## config.mk

```make
export PLATFORM = sky130hd
export DESIGN_NAME = key_bank_writer
export DESIGN_NICKNAME = d
export VERILOG_FILES = /design/src/rtl/key_bank_writer.sv
export SDC_FILE = /design/constraint.sdc
export NUM_CORES = 1
export LEC_CHECK = 0
export BUFFER_PORTS_ARGS = -buffer_cell sky130_fd_sc_hd__buf_2
export CORE_UTILIZATION = 40
export CTS_BUF_LIST = sky130_fd_sc_hd__clkbuf_2 sky130_fd_sc_hd__clkbuf_4 sky130_fd_sc_hd__clkbuf_8
export DETAILED_ROUTE_END_ITERATION = 16
export GPL_TIMING_DRIVEN = 0
export PLACE_DENSITY = 0.69
export SLEW_MARGIN = 20
export SYNTH_ARGS = -nofsm -noshare
export SYNTH_HDL_FRONTEND = slang
export SYNTH_SLANG_ARGS = --single-unit
```

## constraint.sdc

```tcl
create_clock -name clk -period 1.4 [get_ports clk]
set_clock_uncertainty 0.05 [all_clocks]
set_input_delay 0.21 -clock clk [delete_from_list [all_inputs] [get_ports clk]]
set_output_delay 0.21 -clock clk [all_outputs]
set_load 0.01 [all_outputs]
```

## src/rtl/key_bank_writer.sv

```systemverilog
// key_bank_writer: keypad-driven write controller for the VGA color register bank.
// A key press selects a cell address, a second press supplies the color code,
// and a single-cycle write is issued to the bank.
// Optional feature macro: KEY_TIMEOUT_EN (abandons the entry if no color key
// arrives within TIMEOUT cycles of the address key).
module key_bank_writer #(
    parameter int AW      = 4,
    parameter int DW      = 3,
    parameter int HOLDOFF = 250000,
    parameter int TIMEOUT = 50000000
) (
    input  logic          clk,
    input  logic          rst,
    input  logic [3:0]    posicion,
    input  logic          opr,
    output logic [AW-1:0] addrW,
    output logic [DW-1:0] datW,
    output logic          RegWrite,
    output logic          editando,
    output logic          err
);

    localparam logic [1:0] S_IDLE     = 2'd0;
    localparam logic [1:0] S_GOT_ADDR = 2'd1;
    localparam logic [1:0] S_WRITE    = 2'd2;

    localparam int HCW = (HOLDOFF > 1) ? $clog2(HOLDOFF) : 1;

    logic           opr_q;
    logic           armed_q, armed_d;
    logic [HCW-1:0] low_cnt_q, low_cnt_d;
    logic [1:0]     state_q, state_d;
    logic [AW-1:0]  pend_addr_q, pend_addr_d;
    logic [AW-1:0]  addrW_q, addrW_d;
    logic [DW-1:0]  datW_q, datW_d;
    logic           err_q, err_d;
    logic           key_ev;
    logic           color_ok;
    logic           low_done;
    logic           expired;

    // A press is accepted only on the rising edge of the held level and only
    // once the previous press has been released long enough.
    assign key_ev   = opr && !opr_q && armed_q;
    assign color_ok = (32'(posicion) < (32'd1 << DW));
    assign low_done = !opr && (low_cnt_q == HCW'(HOLDOFF - 1));

    // Count consecutive released cycles (saturating) and re-arm after HOLDOFF of them.
    always_comb begin
        low_cnt_d = low_cnt_q;
        armed_d   = armed_q;
        if (opr) begin
            low_cnt_d = '0;
        end else if (low_cnt_q != HCW'(HOLDOFF - 1)) begin
            low_cnt_d = low_cnt_q + 1'b1;
        end
        if (key_ev) begin
            armed_d = 1'b0;
        end else if (low_done) begin
            armed_d = 1'b1;
        end
    end

    // Key-edge detector and holdoff registers.
    always_ff @(posedge clk) begin
        if (rst) begin
            opr_q     <= 1'b0;
            armed_q   <= 1'b1;
            low_cnt_q <= '0;
        end else begin
            opr_q     <= opr;
            armed_q   <= armed_d;
            low_cnt_q <= low_cnt_d;
        end
    end

`ifdef KEY_TIMEOUT_EN
    localparam int TCW = (TIMEOUT > 1) ? $clog2(TIMEOUT) : 1;

    logic [TCW-1:0] to_cnt_q, to_cnt_d;

    assign expired = (state_q == S_GOT_ADDR) && (to_cnt_q == TCW'(TIMEOUT - 1));

    // Timeout counter is held at zero outside GOT_ADDR so it starts fresh on entry.
    always_comb begin
        to_cnt_d = to_cnt_q;
        if (state_q != S_GOT_ADDR) begin
            to_cnt_d = '0;
        end else if (!expired) begin
            to_cnt_d = to_cnt_q + 1'b1;
        end
    end

    // Timeout counter register.
    always_ff @(posedge clk) begin
        if (rst) begin
            to_cnt_q <= '0;
        end else begin
            to_cnt_q <= to_cnt_d;
        end
    end
`else
    logic unused_timeout;

    assign expired        = 1'b0;
    assign unused_timeout = (TIMEOUT > 0);
`endif

    // Entry sequence: address key, then color key, then one write cycle.
    always_comb begin
        state_d     = state_q;
        pend_addr_d = pend_addr_q;
        addrW_d     = addrW_q;
        datW_d      = datW_q;
        err_d       = 1'b0;
        case (state_q)
            S_IDLE: begin
                if (key_ev) begin
                    pend_addr_d = AW'(posicion);
                    state_d     = S_GOT_ADDR;
                end
            end
            S_GOT_ADDR: begin
                // A press on the expiry cycle takes priority over the timeout.
                if (key_ev) begin
                    if (color_ok) begin
                        addrW_d = pend_addr_q;
                        datW_d  = DW'(posicion);
                        state_d = S_WRITE;
                    end else begin
                        err_d   = 1'b1;
                        state_d = S_IDLE;
                    end
                end else if (expired) begin
                    err_d   = 1'b1;
                    state_d = S_IDLE;
                end
            end
            S_WRITE: begin
                state_d = S_IDLE;
            end
            default: begin
                state_d = S_IDLE;
            end
        endcase
    end

    // FSM state, pending address and bank-facing output registers.
    always_ff @(posedge clk) begin
        if (rst) begin
            state_q     <= S_IDLE;
            pend_addr_q <= '0;
            addrW_q     <= '0;
            datW_q      <= '0;
            err_q       <= 1'b0;
        end else begin
            state_q     <= state_d;
            pend_addr_q <= pend_addr_d;
            addrW_q     <= addrW_d;
            datW_q      <= datW_d;
            err_q       <= err_d;
        end
    end

    assign addrW    = addrW_q;
    assign datW     = datW_q;
    assign err      = err_q;
    assign editando = (state_q == S_GOT_ADDR);
    // The write strobe is masked by rst so a reset landing on the WRITE cycle
    // never reaches the bank.
    assign RegWrite = (state_q == S_WRITE) && !rst;

endmodule
```

==> results of run 1 <==
-- power breakdown --
part	internal (mW)	switching (mW)	leakage, nW
clock	0.713	0.356	0.0683
combinational	0.0501	0.0561	0.477
sequential	0.977	0.0158	0.285
-- metrics by stage --
stage	total power [mW]	instance area, µm²	setup TNS [ns]	hold slack [ns]	cells
CTS	2.19	1880	-0.0162	0.117	231
floorplan	1.09	1500	0	0.256	158
finish	2.17	1920	-0.00455	0.120	232
detailed placement	1.12	1640	-1.18	0.395	220
global placement	1.11	1640	-0.571	0.386	220
global route	2.25	1920	-0.455	0.120	232
-- placed cells by master, fill, tap and decap left out, types with 3 or more instances in the layout --
master    instances
a21oi_1           5
buf_2            16
buf_4             8
clkbuf_1          4
clkbuf_8          6
dfxtp_1          19
dfxtp_2           9
dfxtp_4           6
mux2i_1          13
nand2_1           6
nand3_1           6
nand4_1           6
nor2_1           23
o21ai_0           4
or3_4             3
xor2_1            9
-- registers in the layout, indices dropped and copies added, names as in the netlist --
signal	flops
addrW	4
err	1
state_q	2
pend_addr_q	4
armed_q	1
low_cnt_q	18
opr_q	1
datW	3
-- timing repair --
| action | 4_1_cts | 5_1_grt |
|---|---|---|
| gates resized for setup | 28 | 11 |
| hold buffers | 0 | 0 |
| setup endpoints to repair | 21 | 18 |
| buffers inserted | 5 | 3 |
| pin swaps | 2 | 3 |
-- tightest hold or removal path, delay by kind of cell --
family / cells / cell delay [ns]
buf+inv: 1 / 0.09
mux: 1 / 0.06
simple gates: 1 / 0.07
-- per-layer routing --
| layer | track usage, % | part of all wire (%) |
|---|---|---|
| met5 | 0 | 0 |
| met4 | 7.39 | 1.8 |
| met3 | 5.07 | 3.5 |
| met2 | 24.6 | 48 |
| met1 | 18.9 | 46 |
-- worst max path at each step --
stage | start | endpoint | slack [ns]
2_1_floorplan | low_cnt_q[0] | low_cnt_q[3] | 0.02
3_3_place_gp | low_cnt_q[0] | low_cnt_q[3] | -0.09
3_5_place_dp | low_cnt_q[0] | low_cnt_q[3] | -0.12
4_1_cts | low_cnt_q[0] | low_cnt_q[3] | -0.01
5_1_grt | low_cnt_q[5] | low_cnt_q[3] | -0.06
6_report | low_cnt_q[0] | low_cnt_q[3] | -0.005
-- cell families (layout without fill, tap and decap cells) --
| family | Yosys count | after routing | share of synthesized area, % |
|---|---|---|---|
| AND/OR/NAND/NOR | 71 | 71 | 27.8 |
| flip-flops | 34 | 34 | 45.4 |
| AO/OA/AOI/OAI | 15 | 15 | 5.85 |
| multiplexers | 13 | 13 | 8.69 |
| buffers and inverters | 13 | 41 | 4.93 |
| XOR/XNOR | 11 | 11 | 6.43 |
| adder cells (fa/ha/maj) | 1 | 1 | 0.835 |
-- layout make-up --
cell class | instances | area share, %
buffer | 7 | 2.67
clock buffer | 5 | 3.58
clock inverter | 3 | 3.58
inverter | 2 | 0.391
multi-input combinational | 111 | 42.3
sequential | 34 | 37.2
tap | 46 | 3.00
timing repair buffer | 24 | 7.30
==> results.json, run 1 <==
{
  "status": "finished, violations left",
  "violations": "negative setup slack",
  "cts_tree": "done",
  "cap_viol_max_count": 0,
  "finalWirelength_um": 2860,
  "drt_iter0_drc": 25,
  "grt_max_degree": 13,
  "synth.top_cells.by_area": "dfxtp_1 (45%), mux2i_1 (8.7%), nor2_1 (5.8%)",
  "synthesis.area_mm2": 0.00150,
  "n_antenna_cell": 0,
  "postSynthAreaPerCell_um2": 9.48,
  "cp_data_arrival_time_ns": 1.56,
  "clock-root-buffer": "clkbuf_8",
  "core-area_mm2": 0.00347,
  "rr_worst_depth": 6,
  "fin_ws_ns": -0.00455,
  "min_to": "pend_addr_q[2]",
  "drc": 0,
  "routed-via-count": 1190,
  "synthArstFlopShare_pct": 0,
  "r2r_setup_slack_ns": -0.005,
  "clk_pin_slew_worst_paths_ns": 0.07,
  "num_rows": 21,
  "dp_hpwl_um": 1960,
  "ys.flop_type": "dfxtp_1",
  "ys_ff_latch": 34,
  "power_density_mw_per_mm2": 1130,
  "hold_depth": 3,
  "multi_input_area_um2": 812,
  "synth.yosys.warnings": 0,
  "grt_pass1_wl_um": 4840,
  "drive_above_1_share_pct": 35.5,
  "die_w_um": 63.2,
  "yosys.area.top_type_share_pct": 45.4,
  "syn_nets": 166,
  "r2r-start": "low_cnt_q[0]",
  "cp.depth": 6,
  "cts.sinks": 34,
  "grt_pass1_vias": 1097,
  "port_buffers": 16,
  "synthCells": 158,
  "grt_overflow_total": 0,
  "ant_nets": 0,
  "hold_violations": 0,
  "hold_class": "in -> reg",
  "min_from": "posicion[2]",
  "cts_buffers": 5,
  "min_period_over_period_pct": 100,
  "cp_max_fo": 5,
  "tightest_slew_ns": 0.433,
  "ys_top_cells_by_count": "dfxtp_1 (34), nor2_1 (23), mux2i_1 (13), xor2_1 (9)",
  "max-vdd-ir-drop_uv": 540,
  "die_area_mm2": 0.00399,
  "antenna_found_initial": 0,
  "syn_to_final_growth_pct": 28.2,
  "cts_buffer_depth": 2,
  "clock_latency_ns": 0.28,
  "period_needed_ns": 1.40,
  "firstDrtPassIters": 4,
  "synth.largest_area_cell": "dfxtp_1",
  "grt_use_total_pct": 15.5,
  "place_congestion": 0.752,
  "regArea_um2": 714,
  "wl_per_cell_um": 12.3,
  "worst-path-buf-inv": 2,
  "endpoint_kind": "register",
  "rsz0062_at_grt": "yes",
  "initial_core_util_pct": 43.2,
  "post-place-ws_ns": -0.118,
  "worstReg2RegEnd": "low_cnt_q[3]",
  "p_leak_nw": 0.829,
  "synth_most_common_cell": "dfxtp_1",
  "worstSetupStartpointType": "register",
  "slowest_delay_ns": 0.38,
  "nNetsFinal": 193,
  "n_fill_cell": 320,
  "setup_viol": 1,
  "synth_cell_type_count": 40,
  "synth-seq-area-share_pct": 45.4,
  "die_y_um": 63.2,
  "crit_path_top_delay_cell": "dfxtp_2",
  "path_class": "reg -> reg",
  "synth-edff-count": 0,
  "h-tree-depth": 2,
  "relSlewSlack_pct": 71.2,
  "crit_chain": "ha_4, clkbuf_8, nand3_1, or2_1, buf_6, a211oi_2",
  "vias_per_cell": 5.13,
  "cp_data_required_time_ns": 1.56,
  "ioPinCount": 17,
  "fin_util_pct": 55.4,
  "drv_slew": 0,
  "critPathTopFamily": "flip-flops",
  "fmax_mhz": 712
}
No activity file was read; power rests on OpenSTA's default activity.
==> inputs of run 2 (changes only) <==
--- a/config.mk
+++ b/config.mk
@@ -5,9 +5,10 @@
 export SDC_FILE = /design/constraint.sdc
 export NUM_CORES = 1
 export LEC_CHECK = 0
+export ABC_AREA = 1
 export BUFFER_PORTS_ARGS = -buffer_cell sky130_fd_sc_hd__buf_2
 export CORE_UTILIZATION = 40
-export CTS_BUF_LIST = sky130_fd_sc_hd__clkbuf_2 sky130_fd_sc_hd__clkbuf_4 sky130_fd_sc_hd__clkbuf_8
+export CTS_BUF_LIST = sky130_fd_sc_hd__clkbuf_8
 export DETAILED_ROUTE_END_ITERATION = 16
 export GPL_TIMING_DRIVEN = 0
 export PLACE_DENSITY = 0.69
==> results.json, run 2 <==
{
  "grt_max_degree": 13,
  "ys.flop_type": "dfxtp_1",
  "n_antenna_cell": 0,
  "synthArstFlopShare_pct": 0,
  "ys_top_cells_by_count": "nor2_1 (47), dfxtp_1 (34), nand2_1 (32), inv_1 (22), o21ai_0 (19)",
  "postSynthAreaPerCell_um2": 7.23,
  "cp_max_fo": 5,
  "slowest_delay_ns": 0.38,
  "path_class": "reg -> reg",
  "synth-edff-count": 0,
  "crit_path_frequent_cell": "nand2_1",
  "drc": 0,
  "synthesis.area_mm2": 0.00161,
  "firstDrtPassIters": 4,
  "p_leak_nw": 0.711,
  "die_w_um": 65.5,
  "yosys.area.top_type_share_pct": 42.2,
  "clock-root-buffer": "clkbuf_8",
  "antenna_found_initial": 0,
  "final_common_cell": "nor2_1",
  "regMostFlops": "low_cnt_q",
  "holdWs_ns": 0.126,
  "grt_overflow_total": 0,
  "syn_to_final_growth_pct": 18.9,
  "relSlewSlack_pct": 77.4,
  "grt_pass1_vias": 1267,
  "max-vdd-ir-drop_uv": 627,
  "p_total_mw": 2.02,
  "port_buffers": 16,
  "largest_reg_flops": 18,
  "final_cell_mix": "nor2_1 (45), nand2_1 (32), dfxtp_1 (28)",
  "synth.yosys.warnings": 0,
  "grt_use_total_pct": 17.2,
  "crit_path_top_delay_cell": "dfxtp_2",
  "core-area_mm2": 0.00377,
  "cts_tree": "done",
  "status": "completed",
  "synthCells": 223,
  "worstSetupStartpointType": "register",
  "dp_hpwl_um": 2390,
  "crit_path_start": "low_cnt_q[1]",
  "die_y_um": 65.5,
  "grt_pass1_wl_um": 5550,
  "ys_ff_latch": 34,
  "drt_iter0_drc": 111,
  "cts_buffers": 5,
  "cap_viol_max_count": 0,
  "cts_buffer_depth": 2,
  "ioPinCount": 17,
  "place_congestion": 0.835,
  "clk_pin_slew_worst_paths_ns": 0.07,
  "synth.top_cells.by_area": "dfxtp_1 (42%), nor2_1 (11%), nand2_1 (7.4%)",
  "vias_per_cell": 4.86,
  "synth_cell_type_count": 25,
  "h-tree-depth": 2,
  "cts.sinks": 34,
  "endpoint_kind": "register",
  "wl_per_cell_um": 10.9,
  "cp_data_arrival_time_ns": 1.49,
  "r2r-start": "low_cnt_q[1]",
  "min_from": "posicion[2]",
  "finalWirelength_um": 3260,
  "drive_above_1_share_pct": 23.2,
  "fmax_mhz": 760,
  "synth_most_common_cell": "nor2_1",
  "die_area_mm2": 0.00429,
  "power_density_mw_per_mm2": 1050,
  "clock_latency_ns": 0.29,
  "synth-seq-area-share_pct": 42.2,
  "drv_slew": 0,
  "ant_nets": 0,
  "syn_nets": 231,
  "setup_viol": 0,
  "synth.largest_area_cell": "dfxtp_1",
  "fin_util_pct": 50.8,
  "routed-via-count": 1448,
  "finalSetupTns_ns": 0,
  "hold_violations": 0,
  "min_period_over_period_pct": 93.9,
  "num_rows": 22,
  "nNetsFinal": 257,
  "initial_core_util_pct": 42.8,
  "crit_chain": "ha_4, nand3_2, nor2_4, buf_4, nand3_1, nand2_1, nand2_1, nor2_1",
  "cp_data_required_time_ns": 1.58,
  "hold_class": "in -> reg",
  "period_needed_ns": 1.32,
  "tightest_slew_ns": 0.338
}
==> run 2: cell count changes after synthesis, sizes merged, moves of 4 or more <==
cell    before  now
nand2        6   38
nor2        23   54
inv          2   25
mux2i       13    0
nand3        6   19
o21ai        6   19
a21oi        6   15
xor2         9    0
clkbuf       7    1
and4         4    0
buf          4    0
or3          4    0
==> run 2: kinds of logic (layout without fill, tap and decap cells) <==
| family | Yosys count | count (layout) | share of synthesized area [%] |
|---|---|---|---|
| XOR/XNOR | 4 | 4 | 2.17 |
| flip-flops | 34 | 34 | 42.2 |
| adder cells (fa/ha/maj) | 1 | 1 | 0.776 |
| AO/OA/AOI/OAI | 35 | 35 | 11.2 |
| buffers and inverters | 28 | 55 | 6.59 |
| AND/OR/NAND/NOR | 121 | 121 | 37.0 |
==> run 2: where the power goes <==
group          total, mW  internal (mW)  switching (mW)
Sequential          1.01          0.991          0.0149
Clock              0.905          0.529           0.376
Combinational      0.111         0.0409          0.0700
Total               2.02           1.56           0.460
==> run 2: area by class of cell <==
| type | count | area [µm²] |
|---|---|---|
| fillers | 361 | 1850 |
| well taps | 48 | 60.1 |
| multi-input cells | 161 | 843 |
| inverters | 27 | 103 |
| repair buffers | 19 | 103 |
| clock buffers | 5 | 68.8 |
| clock inverters | 3 | 45.0 |
| flip-flops and latches | 34 | 691 |
| plain buffers | 1 | 3.75 |
==> run 2: critical path, delay by kind of cell, from the launching register on <==
kind                     cells  cell delay [ns]
adder cells (fa/ha/maj)      1             0.17
flip-flops                   1             0.38
AND/OR/NAND/NOR              6             0.49
buffers and inverters        1             0.14
==> run 2: path summary, 6_finish.rpt <==
path                                  endpoint  slack (ns)  cells past startpoint
worst min-delay path            pend_addr_q[2]        0.13                      3
worst max-delay path             low_cnt_q[14]        0.08                      8
worst max register to register   low_cnt_q[14]        0.08                      8
worst min register to register  pend_addr_q[2]        0.43                      2
==> run 2: through the flow <==
step / instances / area, µm² / worst slack [ns]
after floorplan: 223 / 1610 / 0.124
after global placement: 287 / 1750 / -0.0437
after detailed placement: 287 / 1750 / -0.0577
after CTS: 295 / 1880 / 0.0122
after global routing: 298 / 1920 / -0.00300
final: 298 / 1920 / 0.0849
==> run 2: what timing repair did <==
action	4_1_cts	5_1_grt
hold buffers	0	0
pin swaps	1	1
endpoints found under the setup margin	9	12
buffers inserted	0	3
gates resized for setup	3	9
==> run 2: metal layers <==
metal | track usage [%] | vias up | share of wire, %
li1 | - | 771 | -
met1 | 23.2 | 638 | 48
met2 | 25.5 | 37 | 46
met3 | 5.73 | 2 | 5.6
met4 | 5.71 | 0 | 0.67
met5 | 0 | - | 0
==> inputs of run 3 (changes only) <==
--- a/config.mk
+++ b/config.mk
@@ -12,6 +12,7 @@
 export DETAILED_ROUTE_END_ITERATION = 16
 export GPL_TIMING_DRIVEN = 0
 export PLACE_DENSITY = 0.69
+export SETUP_SLACK_MARGIN = 0.5
 export SLEW_MARGIN = 20
 export SYNTH_ARGS = -nofsm -noshare
 export SYNTH_HDL_FRONTEND = slang
==> results.json, run 3 (synthesized netlist as in run 2, its figures left out) <==
{
  "syn_to_final_growth_pct": 46.6,
  "finalSetupTns_ns": 0,
  "hold_violations": 0,
  "ioPinCount": 17,
  "routed-via-count": 1554,
  "post-place-ws_ns": 0.122,
  "cp_max_fo": 3,
  "cts_tree": "done",
  "dp.cells": 287,
  "grt_use_total_pct": 19.0,
  "clk_pin_slew_worst_paths_ns": 0.08,
  "wl_per_cell_um": 12.5,
  "power_density_mw_per_mm2": 905,
  "worstSetupStartpointType": "register",
  "period_needed_ns": 1.24,
  "ant_nets": 0,
  "regMostFlops": "low_cnt_q",
  "grt_max_degree": 13,
  "pwr-share-seq_pct": 46.9,
  "die_y_um": 65.5,
  "grt_overflow_total": 0,
  "dp_hpwl_um": 2400,
  "holdWs_ns": 0.112,
  "power.switching_uw": 540,
  "endpoint_kind": "output port",
  "num_rows": 22,
  "switching_share_pct": 25.2,
  "place_congestion": 0.818,
  "p_total_mw": 2.14,
  "cp_data_required_time_ns": 1.14,
  "nNetsFinal": 269,
  "die_area_mm2": 0.00429,
  "worstReg2RegEnd": "low_cnt_q[12]",
  "cp_data_arrival_time_ns": 0.98,
  "r2r-start": "low_cnt_q[0]",
  "p_int_mw": 1.60,
  "fin_ws_ns": 0.160,
  "port_buffers": 16,
  "grt_pass1_wl_um": 6150,
  "rsz0062_at_grt": "yes",
  "combPwrFrac_pct": 9.5,
  "initial_core_util_pct": 42.8,
  "fmax_mhz": 806,
  "final_area_mm2": 0.00236,
  "clock_latency_ns": 0.29,
  "h-tree-depth": 2,
  "vias_per_cell": 5.01,
  "finalWirelength_um": 3880,
  "final_common_cell": "nor2_1",
  "cts_buffers": 5,
  "path_class": "reg -> out",
  "fin_util_pct": 62.7,
  "tightest_slew_ns": 0.305,
  "cts.sinks": 34,
  "n_antenna_cell": 0,
  "drive_above_1_share_pct": 53.4,
  "n_fill_cell": 292,
  "cts_buffer_depth": 2,
  "die_w_um": 65.5,
  "min_period_over_period_pct": 88.6,
  "hold_depth": 3,
  "core-area_mm2": 0.00377,
  "hold_class": "in -> reg",
  "setup_viol": 0,
  "grt_pass1_vias": 1446,
  "rr_worst_depth": 7,
  "final_cell_mix": "nor2_1 (27), nand2_1 (26), dfxtp_2 (21)",
  "status": "completed",
  "p_leak_nw": 0.875,
  "relSlewSlack_pct": 79.5,
  "clock-root-buffer": "clkbuf_8",
  "largest_reg_flops": 18,
  "antenna_found_initial": 0,
  "clockPowerShare_pct": 43.6,
  "drt_iter0_drc": 53,
  "drc": 0,
  "min_from": "posicion[2]",
  "final_cells": 310,
  "cap_viol_max_count": 0,
  "drv_slew": 0,
  "firstDrtPassIters": 4,
  "r2r_setup_slack_ns": 0.17,
  "min_to": "pend_addr_q[2]",
  "placed_cell_area_mm2": 0.00183,
  "max-vdd-ir-drop_uv": 751
}
## run 3: critical path: stages (launching register included)
cell	delay (ns)
dfxtp_2	0.35
nor3_2	0.19
buf_2	0.15
## run 3: worst max-delay path by stage
stage                      start       endpoint  slack (ns)  depth (start not counted)
finish                state_q[0]       RegWrite        0.16                          2
global route        low_cnt_q[0]  low_cnt_q[12]        0.09                          7
CTS                 low_cnt_q[0]   low_cnt_q[1]        0.18                          6
detailed placement           rst   low_cnt_q[2]        0.12                          4
global placement    low_cnt_q[1]   low_cnt_q[4]        0.13                          6
floorplan           low_cnt_q[1]  low_cnt_q[12]        0.24                          6
## run 3: routing by layer
| metal | track usage [%] | share of wire (%) |
|---|---|---|
| met3 | 5.38 | 3.3 |
| met1 | 24.0 | 47 |
| met4 | 8.97 | 2.0 |
| met2 | 29.6 | 48 |
| met5 | 0 | 0 |
## run 3: cell type report
type	instances	area (µm²)	area share, %
well taps	48	60.1	2.54
clock buffers	5	68.8	2.91
repair buffers	30	250	10.6
multi-input cells	162	1090	45.9
inverters	27	121	5.13
clock inverters	3	43.8	1.85
plain buffers	1	5.00	0.212
flip-flops and latches	34	729	30.8
## run 3: power groups by stage
stage                     combinational, mW  sequential, mW  clock (mW)
after floorplan                      0.0798            1.02           0
after global placement                0.117            1.02           0
after detailed placement              0.118            1.02           0
after CTS                             0.168            1.00       0.948
after global routing                  0.222            1.01       0.979
final                                 0.203            1.00       0.934
## run 3: what timing repair did
action / in CTS / in global routing
setup endpoints to repair: 42 / 43
resized for setup: 46 / 46
pin swaps: 20 / 13
buffers inserted: 11 / 3
hold buffers: 0 / 0
cloned: 1 / 0
